`src/rtl/prediction_buffer_controller.sv`:
```
// Ping-pong sequencer for the completed-prediction RAM: 16-bit macroblock writes into one bank
// while the other bank drains as an 8-bit valid/ready byte stream.
module prediction_buffer_controller #(
  parameter int unsigned WORDS_PER_MB = 192
) (
  input  logic        clock,
  input  logic        resetn,
  input  logic        Flush_I,
  input  logic        Pred_Valid_I,
  input  logic [15:0] Pred_Data_I,
  output logic        Pred_Ready_O,
  output logic        Buf_Write_En_O,
  output logic [9:0]  Buf_Write_Address_O,
  output logic [15:0] Buf_Write_Data_O,
  output logic [10:0] Buf_Read_Address_O,
  input  logic [7:0]  Buf_Read_Data_I,
  output logic        Out_Valid_O,
  output logic [7:0]  Out_Data_O,
  output logic        Out_Last_O,
  input  logic        Out_Ready_I,
  output logic        MB_Written_O,
  output logic        MB_Read_O
);

  localparam int unsigned BYTES_PER_MB = 2 * WORDS_PER_MB;
  localparam logic [8:0]  WordLast     = 9'(WORDS_PER_MB - 1);
  localparam logic [9:0]  ByteLast     = 10'(BYTES_PER_MB - 1);

  typedef enum logic [1:0] {StEmpty, StFilling, StFull, StDraining} bank_state_e;

  typedef struct packed {
    logic       bank;
    logic       last;
    logic [7:0] data;
  } fifo_entry_t;

  bank_state_e bank_q [2];
  bank_state_e bank_d [2];
  logic        wr_bank_q, wr_bank_d;
  logic        rd_bank_q, rd_bank_d;
  logic [8:0]  wcnt_q, wcnt_d;
  logic [9:0]  rcnt_q, rcnt_d;
  logic [10:0] rd_addr_q, rd_addr_d;
  logic        pend_q, pend_d;
  logic        pend_last_q, pend_last_d;
  logic        pend_bank_q, pend_bank_d;
  fifo_entry_t fifo_q [2];
  fifo_entry_t fifo_d [2];
  logic        fifo_wptr_q, fifo_wptr_d;
  logic        fifo_rptr_q, fifo_rptr_d;
  logic [1:0]  fifo_count_q, fifo_count_d;
  logic        mb_written_q, mb_written_d;
  logic        mb_read_q, mb_read_d;

  logic        accept, wr_last, rd_ok, issue, rd_last, pop, pop_last;
  logic [2:0]  occupancy;
  fifo_entry_t head;

  assign head         = fifo_q[fifo_rptr_q];
  assign Pred_Ready_O = (bank_q[wr_bank_q] == StEmpty) || (bank_q[wr_bank_q] == StFilling);
  assign accept       = Pred_Valid_I & Pred_Ready_O;
  assign wr_last      = (wcnt_q == WordLast);

  assign Out_Valid_O  = (fifo_count_q != 2'd0);
  assign pop          = Out_Valid_O & Out_Ready_I;
  assign pop_last     = pop & head.last;

  assign rd_ok        = (bank_q[rd_bank_q] == StFull) || (bank_q[rd_bank_q] == StDraining);
  // Bytes still owed a FIFO slot after this cycle's pop; an issue needs one more free slot.
  assign occupancy    = 3'(fifo_count_q) + 3'(pend_q) - 3'(pop);
  assign issue        = rd_ok && (occupancy < 3'd2);
  assign rd_last      = (rcnt_q == ByteLast);

  assign Buf_Write_En_O      = accept;
  assign Buf_Write_Address_O = {wr_bank_q, wcnt_q};
  assign Buf_Write_Data_O    = accept ? Pred_Data_I : 16'h0000;
  assign Buf_Read_Address_O  = issue ? {rd_bank_q, rcnt_q} : rd_addr_q;
  assign Out_Data_O          = head.data;
  assign Out_Last_O          = Out_Valid_O & head.last;
  assign MB_Written_O        = mb_written_q;
  assign MB_Read_O           = mb_read_q;

  always_comb begin
    bank_d       = bank_q;
    wr_bank_d    = wr_bank_q;
    rd_bank_d    = rd_bank_q;
    wcnt_d       = wcnt_q;
    rcnt_d       = rcnt_q;
    rd_addr_d    = rd_addr_q;
    pend_d       = issue;
    pend_last_d  = pend_last_q;
    pend_bank_d  = pend_bank_q;
    fifo_d       = fifo_q;
    fifo_wptr_d  = fifo_wptr_q;
    fifo_rptr_d  = fifo_rptr_q;
    fifo_count_d = fifo_count_q + 2'(pend_q) - 2'(pop);
    mb_written_d = accept & wr_last;
    mb_read_d    = pop_last;

    if (accept) begin
      bank_d[wr_bank_q] = wr_last ? StFull : StFilling;
      wcnt_d            = wr_last ? 9'd0 : wcnt_q + 9'd1;
      if (wr_last) wr_bank_d = ~wr_bank_q;
    end

    if (issue) begin
      bank_d[rd_bank_q] = StDraining;
      rd_addr_d         = {rd_bank_q, rcnt_q};
      pend_last_d       = rd_last;
      pend_bank_d       = rd_bank_q;
      rcnt_d            = rd_last ? 10'd0 : rcnt_q + 10'd1;
      if (rd_last) rd_bank_d = ~rd_bank_q;
    end

    // RAM data for last cycle's issue lands now.
    if (pend_q) begin
      fifo_d[fifo_wptr_q] = {pend_bank_q, pend_last_q, Buf_Read_Data_I};
      fifo_wptr_d         = ~fifo_wptr_q;
    end

    if (pop) begin
      fifo_rptr_d = ~fifo_rptr_q;
      if (pop_last) bank_d[head.bank] = StEmpty;
    end

    if (Flush_I) begin
      bank_d[0]    = StEmpty;
      bank_d[1]    = StEmpty;
      wr_bank_d    = 1'b0;
      rd_bank_d    = 1'b0;
      wcnt_d       = 9'd0;
      rcnt_d       = 10'd0;
      rd_addr_d    = 11'd0;
      pend_d       = 1'b0;
      pend_last_d  = 1'b0;
      pend_bank_d  = 1'b0;
      fifo_d[0]    = '0;
      fifo_d[1]    = '0;
      fifo_wptr_d  = 1'b0;
      fifo_rptr_d  = 1'b0;
      fifo_count_d = 2'd0;
      mb_written_d = 1'b0;
      mb_read_d    = 1'b0;
    end
  end

  always_ff @(posedge clock or negedge resetn) begin
    if (!resetn) begin
      bank_q[0]    <= StEmpty;
      bank_q[1]    <= StEmpty;
      wr_bank_q    <= 1'b0;
      rd_bank_q    <= 1'b0;
      wcnt_q       <= 9'd0;
      rcnt_q       <= 10'd0;
      rd_addr_q    <= 11'd0;
      pend_q       <= 1'b0;
      pend_last_q  <= 1'b0;
      pend_bank_q  <= 1'b0;
      fifo_q[0]    <= '0;
      fifo_q[1]    <= '0;
      fifo_wptr_q  <= 1'b0;
      fifo_rptr_q  <= 1'b0;
      fifo_count_q <= 2'd0;
      mb_written_q <= 1'b0;
      mb_read_q    <= 1'b0;
    end else begin
      bank_q       <= bank_d;
      wr_bank_q    <= wr_bank_d;
      rd_bank_q    <= rd_bank_d;
      wcnt_q       <= wcnt_d;
      rcnt_q       <= rcnt_d;
      rd_addr_q    <= rd_addr_d;
      pend_q       <= pend_d;
      pend_last_q  <= pend_last_d;
      pend_bank_q  <= pend_bank_d;
      fifo_q       <= fifo_d;
      fifo_wptr_q  <= fifo_wptr_d;
      fifo_rptr_q  <= fifo_rptr_d;
      fifo_count_q <= fifo_count_d;
      mb_written_q <= mb_written_d;
      mb_read_q    <= mb_read_d;
    end
  end

  // Writer and reader must never touch the same bank in one cycle.
  assert property (@(posedge clock) disable iff (!resetn)
    !(accept && issue && (wr_bank_q == rd_bank_q)));

  assert property (@(posedge clock) disable iff (!resetn)
    !(pend_q && (fifo_count_q == 2'd2) && !pop));

endmodule

```
`config.mk`:
```
export PLATFORM = sky130hd
export DESIGN_NAME = prediction_buffer_controller
export DESIGN_NICKNAME = d
export VERILOG_FILES = /design/src/rtl/prediction_buffer_controller.sv
export SDC_FILE = /design/constraint.sdc
export NUM_CORES = 1
export LEC_CHECK = 0
export CAP_MARGIN = 0
export CORE_MARGIN = 2
export CORE_UTILIZATION = 49
export CTS_CLUSTER_DIAMETER = 120
export DETAILED_ROUTE_END_ITERATION = 7
export GPL_TIMING_DRIVEN = 0
export PLACE_DENSITY_LB_ADDON = 0.25
export SETUP_SLACK_MARGIN = 0.2
export SLEW_MARGIN = 20
export SYNTH_ARGS = -nofsm -noshare
export SYNTH_HDL_FRONTEND = slang
export SYNTH_SLANG_ARGS = --single-unit
```
`constraint.sdc`:
```
create_clock -name clock -period 3.2 [get_ports clock]
set_input_delay 0.48 -clock clock [delete_from_list [all_inputs] [get_ports clock]]
set_output_delay 0.48 -clock clock [all_outputs]
set_load 0.02 [all_outputs]
```
==> insert_results.sql <==
INSERT INTO impl_metrics (metric_group, metric, value, unit) VALUES
('power_and_ir_drop', 'power.switching_fraction', '24.2', '%'),
('clocking', 'clock_tree.htree_level_count', '3', ''),
('setup_path', 'critical_path_peak_fanout', '6', ''),
('power_and_ir_drop', 'p_leak', '1.92', 'nW'),
('timing', 'report.final.hold_viol_count', '0', ''),
('finish', 'fin_cells', '516', ''),
('setup_path', 'critical_path.max_stage_delay', '0.58', 'ns'),
('finish', 'area_growth', '38.2', '%'),
('finish', 'antenna_cells_inserted', '0', ''),
('place', 'gpl.final_weighted_congestion', '0.808', ''),
('power_and_ir_drop', 'pwr-share-comb', '8.6', '%'),
('die', 'boundaryPins', '80', ''),
('power_and_ir_drop', 'worst_ir_drop_on_vdd', '283', 'uV'),
('drt', 'route.detailed.vias_per_inst', '5.46', ''),
('setup_path', 'timing.critical_path.cells', 'mux2i_1 -> ha_2 -> inv_2 -> fa_2 -> nand3_4 -> buf_8 -> mux2_4 -> buf_6', ''),
('timing', 'report.final.slew_viol_count', '0', ''),
('timing', 'final-setup-viol-count', '0', ''),
('finish', 'drive_above_1_share', '18.9', '%'),
('drt', 'routed_wl', '7710', 'um'),
('job', 'cap_violations', '0', ''),
('synthesis', 'main_synth_ff_type', 'sky130_fd_sc_hd__dfrtp_1', ''),
('grt', 'first_global_vias', '2637', ''),
('synthesis', 'synthesis.area_per_instance', '9.61', 'um2'),
('power_and_ir_drop', 'p_int', '1.23', 'mW'),
('synthesis', 'post_synthesis_instance_area', '3210', 'um2'),
('finish', 'fill_cells', '491', ''),
('place', 'post-place-cells', '490', ''),
('clocking', 'clk_latency_worst_skew_pair', '0.35', 'ns'),
('clocking', 'cts.sink_count', '63', ''),
('die', 'die_wd', '84.9', 'um'),
('synthesis', 'netlist.top_cell.by_area', 'sky130_fd_sc_hd__dfrtp_1', ''),
('synthesis', 'post_synth_main_area_contributors', 'sky130_fd_sc_hd__dfrtp_1 (49%), sky130_fd_sc_hd__mux2_2 (7.4%), sky130_fd_sc_hd__nand2_1 (7.4%)', ''),
('power_and_ir_drop', 'clkPwrFrac', '41.6', '%'),
('setup_path', 'critPathRequiredTime', '2.72', 'ns'),
('grt', 'first_pass_grt_wire_length', '12600', 'um'),
('timing', 'layout_worst_path_cycle_share', '91.2', '%'),
('drt', 'drtPass1Iterations', '4', ''),
('synthesis', 'synthesis.nets', '367', ''),
('synthesis', 'synth-edff-count', '0', ''),
('timing', 'timing.max_slew.rel_slack', '61.8', '%'),
('synthesis', 'synth_cells', '334', ''),
('grt', 'grt_util_all_layers', '21.8', '%'),
('clocking', 'cts.path.max_buffers', '2', ''),
('timing', 'grt_setup_unrepaired', 'true', ''),
('die', 'initial_core_util', '50.5', '%'),
('synthesis', 'synth_async_sr_flop_share', '100', '%'),
('drt', 'drt-wirelength-per-cell', '14.9', 'um'),
('power_and_ir_drop', 'report.power.total', '1.62', 'mW'),
('timing', 'timing.setup.tns', '0', 'ns'),
('synthesis', 'synth.yosys.warnings', '0', ''),
('setup_path', 'critical_path.startpoint_type', 'register', ''),
('drt', 'antenna_left', '0', ''),
('drt', 'num_vias', '2817', ''),
('synthesis', 'ys_seq_elements', '63', ''),
('timing', 'post-route-min-period', '2.92', 'ns'),
('setup_path', 'critPathSlowestCell', 'sky130_fd_sc_hd__fa_2', ''),
('timing', 'achievable-frequency', '343', 'MHz'),
('power_and_ir_drop', 'net-switching-power', '0.392', 'mW'),
('power_and_ir_drop', 'power_density', '365', 'nW/um2'),
('finish', 'fin_nets', '467', ''),
('drt', 'drtIter0Drc', '142', ''),
('clocking', 'clk_pin_slew', '0.07', 'ns'),
('outcome', 'run_status', 'completed', ''),
('grt', 'antenna_found_initial', '0', ''),
('finish', 'finalCoreUtilization', '69.8', '%'),
('die', 'core_region_area', '6350', 'um2'),
('die', 'die_area', '7210', 'um2'),
('place', 'hpwlAfterDp', '5220', 'um'),
('timing', 'setup_slack', '0.282', 'ns'),
('die', 'placementRows', '29', ''),
('synthesis', 'post_synth_most_frequent_cells', 'sky130_fd_sc_hd__dfrtp_1 (63), sky130_fd_sc_hd__nand2_1 (63), sky130_fd_sc_hd__a21oi_1 (37), sky130_fd_sc_hd__mux2_2 (21), sky130_fd_sc_hd__and3_1 (20)', '');
## routing by layer
| metal | global-route usage [%] | wire [um] |
|---|---|---|
| met5 | 0 | 0 |
| met4 | 8.23 | 143 |
| met3 | 4.18 | 298 |
| met2 | 35.6 | 3940 |
| met1 | 29.2 | 3320 |
## final timing paths
path / from / to / slack [ns] / depth (start not counted)
max in group asynchronous: resetn / fifo_q[11] / 2.67 / 2
setup / recovery: fifo_count_q[0] / Buf_Read_Address_O[9] / 0.28 / 8
hold reg to reg: fifo_q[12] / fifo_q[12] / 0.52 / 2
setup reg to reg: fifo_count_q[0] / rcnt_q[4] / 0.62 / 10
hold / removal: resetn / rd_addr_q[7] / 0.03 / 1
min in group clock: Flush_I / fifo_count_q[0] / 0.34 / 2
## cell usage in the layout (no fill, tap or decap), types with 5 or more instances in the layout
| cell type | Yosys | routed |
|---|---|---|
| sky130_fd_sc_hd__a21oi_1 | 37 | 37 |
| sky130_fd_sc_hd__a31oi_1 | 5 | 5 |
| sky130_fd_sc_hd__and3_1 | 20 | 19 |
| sky130_fd_sc_hd__buf_4 | 1 | 10 |
| sky130_fd_sc_hd__buf_6 | 2 | 12 |
| sky130_fd_sc_hd__clkbuf_1 | 13 | 13 |
| sky130_fd_sc_hd__clkbuf_8 | 1 | 10 |
| sky130_fd_sc_hd__clkdlybuf4s50_1 | 0 | 65 |
| sky130_fd_sc_hd__dfrtp_1 | 63 | 62 |
| sky130_fd_sc_hd__inv_1 | 6 | 5 |
| sky130_fd_sc_hd__mux2_2 | 21 | 20 |
| sky130_fd_sc_hd__mux2i_1 | 5 | 5 |
| sky130_fd_sc_hd__nand2_1 | 63 | 60 |
| sky130_fd_sc_hd__nand3_1 | 11 | 11 |
| sky130_fd_sc_hd__nor2_1 | 15 | 15 |
| sky130_fd_sc_hd__nor2b_1 | 12 | 12 |
| sky130_fd_sc_hd__o21ai_0 | 5 | 5 |
| sky130_fd_sc_hd__or3_1 | 7 | 7 |
## state kept, by name (all words and copies together) (netlist names)
register and cells:
bank_q 2, rd_bank_q 1, fifo_count_q 2, pend_last_q 1
pend_bank_q 1, MB_Read_O 1, rd_addr_q 11, fifo_rptr_q 1
MB_Written_O 1, pend_q 1, rcnt_q 10, wcnt_q 9
wr_bank_q 1, fifo_wptr_q 1, fifo_q 20
## cells by family after synthesis
kind of cell,Yosys count,synth area share [%]
AND/OR/NAND/NOR,155,24.7
flip-flops,63,49.1
AO/OA/AOI/OAI,54,9.32
buffers and inverters,27,4.52
multiplexers,26,8.93
XOR/XNOR,5,1.60
adder cells (fa/ha/maj),4,1.79
## power groups by stage
stage / Combinational (mW) / Clock, mW / Sequential (mW)
floorplan: 0.0487 / 0 / 0.823
global placement: 0.136 / 0 / 0.822
detailed placement: 0.141 / 0 / 0.822
CTS: 0.141 / 0.685 / 0.807
global route: 0.152 / 0.719 / 0.807
finish: 0.139 / 0.674 / 0.807
## worst max-delay path: cells and delay by family (launching register included)
family	cells	cell delay (ns)
flops	1	0.37
mux	2	0.50
simple gates	1	0.12
fa+ha+maj	2	0.77
buf+inv	3	0.32
## what timing repair did
action                     4_1_cts  5_1_grt
setup buffers                    5        5
gates resized for setup         50       34
setup endpoints to repair       20       20
cloned                           0        0
pin swaps                        2        0
## final cells by class
class | count | area [um2] | share of cell area [%]
plain buffers | 21 | 129 | 2.91
clock buffers | 11 | 131 | 2.96
multi-input cells | 244 | 1520 | 34.3
repair buffers | 89 | 900 | 20.3
inverters | 6 | 22.5 | 0.508
clock inverters | 5 | 58.8 | 1.33
flip-flops and latches | 63 | 1580 | 35.6
well taps | 77 | 96.3 | 2.17
Power figures use the tool's default switching activity.
